==> config.mk <==
export PLATFORM = sky130hd
export DESIGN_NAME = tour_cmd_sequencer
export DESIGN_NICKNAME = d
export VERILOG_FILES = /design/src/rtl/tour_cmd_sequencer.sv
export SDC_FILE = /design/constraint.sdc
export NUM_CORES = 1
export LEC_CHECK = 0
export BUFFER_PORTS_ARGS = -buffer_cell sky130_fd_sc_hd__buf_4
export CAP_MARGIN = 40
export CORE_AREA = 2 2 66 43
export CTS_CLUSTER_DIAMETER = 200
export DETAILED_ROUTE_END_ITERATION = 16
export DIE_AREA = 0 0 68 45
export HOLD_SLACK_MARGIN = 0.1
export PLACE_DENSITY_LB_ADDON = 0.08
export SLEW_MARGIN = 5
export SYNTH_ARGS = -nofsm -noshare
export SYNTH_HDL_FRONTEND = slang
export SYNTH_SLANG_ARGS = --single-unit
==> constraint.sdc <==
create_clock -name clk -period 2.85 [get_ports clk]
set_input_delay 0.4275 -clock clk [delete_from_list [all_inputs] [get_ports clk]]
set_output_delay 0.4275 -clock clk [all_outputs]
set_load 0.03 [all_outputs]
==> src/rtl/tour_cmd_sequencer.sv <==
// Knight's-tour command sequencer: forwards UART commands while idle, and during a
// tour turns each stored knight move into a vertical leg followed by a horizontal leg.
module tour_cmd_sequencer #(
    parameter int NUM_MOVES = 24
) (
    input  logic        clk,
    input  logic        rst,
    input  logic        start_tour,
    input  logic [7:0]  move,
    output logic [4:0]  mv_indx,
    input  logic [15:0] cmd_UART,
    input  logic        cmd_rdy_UART,
    output logic        clr_cmd_rdy_UART,
    output logic [15:0] cmd,
    output logic        cmd_rdy,
    input  logic        clr_cmd_rdy,
    input  logic        send_resp,
    output logic [7:0]  resp
);

    typedef enum logic [2:0] {IDLE, LOAD, Y_MOVE, Y_WAIT, X_MOVE, X_WAIT} state_t;

    localparam logic [4:0] LAST_INDX = 5'(NUM_MOVES - 1);

    state_t            state;
    state_t            nxt_state;
    logic signed [2:0] dx;
    logic signed [2:0] dy;
    logic              clr_indx;
    logic              inc_indx;
    logic              load_delta;
    logic              last_move;
    logic [15:0]       y_cmd;
    logic [15:0]       x_cmd;

    // Returns {dx, dy}; the lowest set bit selects the move, and an empty byte acts as bit 0.
    function automatic logic [5:0] decode_move(input logic [7:0] mv);
        logic [2:0]        k;
        logic signed [2:0] dxl;
        logic signed [2:0] dyl;
        k = 3'd0;
        for (int i = 7; i >= 0; i--) begin
            if (mv[i]) k = 3'(i);
        end
        case (k)
            3'd0:    begin dxl =  3'sd1; dyl =  3'sd2; end
            3'd1:    begin dxl = -3'sd1; dyl =  3'sd2; end
            3'd2:    begin dxl = -3'sd2; dyl =  3'sd1; end
            3'd3:    begin dxl = -3'sd2; dyl = -3'sd1; end
            3'd4:    begin dxl = -3'sd1; dyl = -3'sd2; end
            3'd5:    begin dxl =  3'sd1; dyl = -3'sd2; end
            3'd6:    begin dxl =  3'sd2; dyl = -3'sd1; end
            default: begin dxl =  3'sd2; dyl =  3'sd1; end
        endcase
        return {dxl, dyl};
    endfunction

    function automatic logic [3:0] magnitude(input logic signed [2:0] v);
        logic signed [2:0] neg;
        neg = -v;
        return v[2] ? {1'b0, neg} : {1'b0, v};
    endfunction

    assign last_move = (mv_indx == LAST_INDX);

    assign y_cmd = {4'b0010, (dy[2] ? 8'h7F : 8'h00), magnitude(dy)};
    assign x_cmd = {4'b0011, (dx[2] ? 8'h3F : 8'hBF), magnitude(dx)};

    always_ff @(posedge clk or posedge rst) begin
        if (rst) begin
            state   <= IDLE;
            mv_indx <= 5'd0;
            dx      <= 3'sd0;
            dy      <= 3'sd0;
        end else begin
            state <= nxt_state;
            if (clr_indx) begin
                mv_indx <= 5'd0;
            end else if (inc_indx) begin
                mv_indx <= mv_indx + 5'd1;
            end
            if (load_delta) begin
                {dx, dy} <= decode_move(move);
            end
        end
    end

    // Outside IDLE every output is decoded from state and the registered leg deltas.
    always_comb begin
        nxt_state        = state;
        cmd              = y_cmd;
        cmd_rdy          = 1'b0;
        clr_cmd_rdy_UART = 1'b0;
        resp             = 8'h5A;
        clr_indx         = 1'b0;
        inc_indx         = 1'b0;
        load_delta       = 1'b0;
        case (state)
            IDLE: begin
                cmd              = cmd_UART;
                cmd_rdy          = cmd_rdy_UART;
                clr_cmd_rdy_UART = clr_cmd_rdy;
                resp             = 8'hA5;
                if (start_tour) begin
                    clr_indx  = 1'b1;
                    nxt_state = LOAD;
                end
            end
            LOAD: begin
                load_delta = 1'b1;
                nxt_state  = Y_MOVE;
            end
            Y_MOVE: begin
                cmd_rdy = 1'b1;
                if (clr_cmd_rdy) nxt_state = Y_WAIT;
            end
            Y_WAIT: begin
                if (send_resp) nxt_state = X_MOVE;
            end
            X_MOVE: begin
                cmd     = x_cmd;
                cmd_rdy = 1'b1;
                if (clr_cmd_rdy) nxt_state = X_WAIT;
            end
            X_WAIT: begin
                cmd = x_cmd;
                if (last_move) resp = 8'hA5;
                if (send_resp) begin
                    if (last_move) begin
                        nxt_state = IDLE;
                    end else begin
                        inc_indx  = 1'b1;
                        nxt_state = LOAD;
                    end
                end
            end
            default: nxt_state = IDLE;
        endcase
    end

endmodule

==> qor.csv <==
metric,value,unit
status,completed,
hold_path.class,input pin to async pin,
critPathLaunch,mv_indx[0],
yosys-top-cells-count,"dfrtp_1, nor2_1, a21oi_1",
antenna_left,0,
yosysMostFrequentCell,dfrtp_1,
p_sw_frac,0.532,
port_buffers,60,
synth.top_cell.area_share,0.322,
cts_resized,0,
end_kind,primary output,
grt_usage,0.182,
synth_fp_nets,167,
peakVddDrop,0.479,mV
finClkSkew,0.000816,ns
synth_area_leaders,"dfrtp_1, buf_4, nand2b_1, nor2_1, a21oi_1",
clkLatencyLatePin,0.24,ns
netlist_area,0.00109,mm2
dr.pass1.iters,4,
rsz0062_at_grt,false,
antenna_cells,0,
wire_per_inst,12.9,um
fin_area,0.00155,mm2
clock-sinks,14,
drive_above_1_share,0.380,
via_count,1132,
clock_path_buffers,2,
nNetsFinal,219,
synth_flop_cell,dfrtp_1,
timing.rr.start,state[2],
required,2.42,ns
area_growth,42.3,%
drv_cap,0,
critPathMaxStageDelay,0.41,ns
cellLeakagePower,0.764,nW
fin_crit_sh,0.798,
fin_util,0.641,
yosysSeqAreaShare,0.322,
dieArea,0.00306,mm2
synth_cell_types,37,
cts_tree,yes,
drt_iter0_markers,52,
crit_path_cell_trace,ha_1 -> and4b_1 -> nand3_1 -> a21oi_2 -> inv_1 -> buf_4,
drcViolationCount,0,
fmax,0.440,GHz
dp.final_hpwl,2.27,mm
startpoint_type,flop,
finalHoldViolations,0,
async_flop_share,1.00,
synth.largest_area_cell,dfrtp_1,
cts_setup_buffers,0,
synth.avg_cell_area,8.12,um2
seq_power_share,0.210,
min_period,2.27,ns
power.switching,0.00102,W
grt_start_max_net_pins,22,
cts_root_buffer,clkbuf_8,
htree_levels,1,
clock_power_share,0.080,
row_count,14,
grt_pass1_wl,4.19,mm
tns,0,ns
overflow,0,
p_int,0.000896,W
cp_slowest_cell,dfrtp_1,
fp.dieH,45,um
path_max_fanout,6,
coreArea,0.00242,mm2
routed_wl,2.80,mm
yosysWarnings,0,
slew_headroom,0.613,
antenna_found_initial,0,
synth-edff-count,0,
ioPinCount,61,
routed_via_density,5.24,
syn_inst,134,
maxSlewViolCount,0,
cts_buffers,3,
cellPowerDensity,1240,mW/mm2
crit_buf_inv,2,
path_delay_family,simple AND/OR/NAND/NOR gates,
cp_data_arrival_time,1.85,ns
gp_congestion,0.762,
fin_hold_ws,0.222,ns
ctsHoldBuffers,0,
grt_pass1_vias,938,
clkTransAtPathRegs,0.05,ns
placed_area,0.00151,mm2
ys_ff_latch,14,
die_x,68,um
crit_type,flop to primary output,
worst_slew_pin_slew,0.576,ns
combPwrFrac,0.710,
final-setup-viol-count,0,
initial_core_util,0.450,
power groups by stage:
stage	combinational, W	clock [W]	sequential, W
finish	0.00136	0.000152	0.000403
global route	0.00147	0.000166	0.000422
CTS	0.00137	0.000158	0.000402
detailed placement	0.00137	0	0.000406
global placement	0.00135	0	0.000398
floorplan	0.00107	0	0.000315
flip-flops by register name, indices dropped and copies added (netlist names):
name	cells
dx	3
state	3
dy	3
mv_indx	5
metal layers:
layer	up-vias	track usage	share of wire
met5	-	0	0
met4	0	0.0680	0.010
met3	4	0.0449	0.11
met2	53	0.270	0.42
met1	502	0.259	0.45
li1	573	-	-
path summary, 6_finish.rpt:
check | endpoint | slack [ns] | cells past startpoint
setup reg to reg | dy[2] | 1.14 | 3
setup / recovery | resp[3] | 0.58 | 6
hold reg to reg | dx[1] | 0.52 | 2
min in group clk | dy[2] | 0.41 | 2
hold / removal | mv_indx[1] | 0.22 | 2
max in group asynchronous | dx[0] | 2.29 | 2
per-stage QoR:
step / cells / power (W) / setup slack, ns
3_3_place_gp: 213 / 0.00174 / 0.857
2_1_floorplan: 134 / 0.00138 / 0.314
4_1_cts: 216 / 0.00193 / 0.558
5_1_grt: 216 / 0.00206 / 0.425
6_report: 216 / 0.00192 / 0.576
3_5_place_dp: 213 / 0.00178 / 0.823
cells in the final DEF (no fill, tap or decap), types with 2 or more instances in the layout:
| cell type | instances |
|---|---|
| o22ai_1 | 2 |
| nand2_1 | 8 |
| a21oi_1 | 8 |
| nand2b_1 | 8 |
| a22oi_1 | 3 |
| nor4_1 | 2 |
| nor2_1 | 13 |
| or2_2 | 2 |
| o21a_1 | 6 |
| buf_4 | 60 |
| or3_1 | 2 |
| and2_1 | 5 |
| xnor2_1 | 2 |
| nand3_1 | 4 |
| nor3_1 | 4 |
| inv_1 | 7 |
| o31ai_1 | 2 |
| clkbuf_8 | 3 |
| ha_1 | 3 |
| dfrtp_1 | 14 |
| mux2_2 | 2 |
| o21ai_0 | 8 |
logic make-up after synthesis:
group | Yosys count | synth area share
compound gates | 39 | 0.239
xor+xnor | 2 | 0.0161
fa+ha+maj | 3 | 0.0345
buf+inv | 20 | 0.0931
flops | 14 | 0.322
mux | 2 | 0.0207
simple gates | 54 | 0.275
final cells by class:
type | instances | area, um2
fill | 216 | 868
multi-input combinational | 100 | 641
timing repair buffer | 60 | 450
sequential | 14 | 350
clock buffer | 3 | 41.3
tap | 32 | 40.0
inverter | 7 | 26.3
No activity file was read; power rests on OpenSTA's default activity.
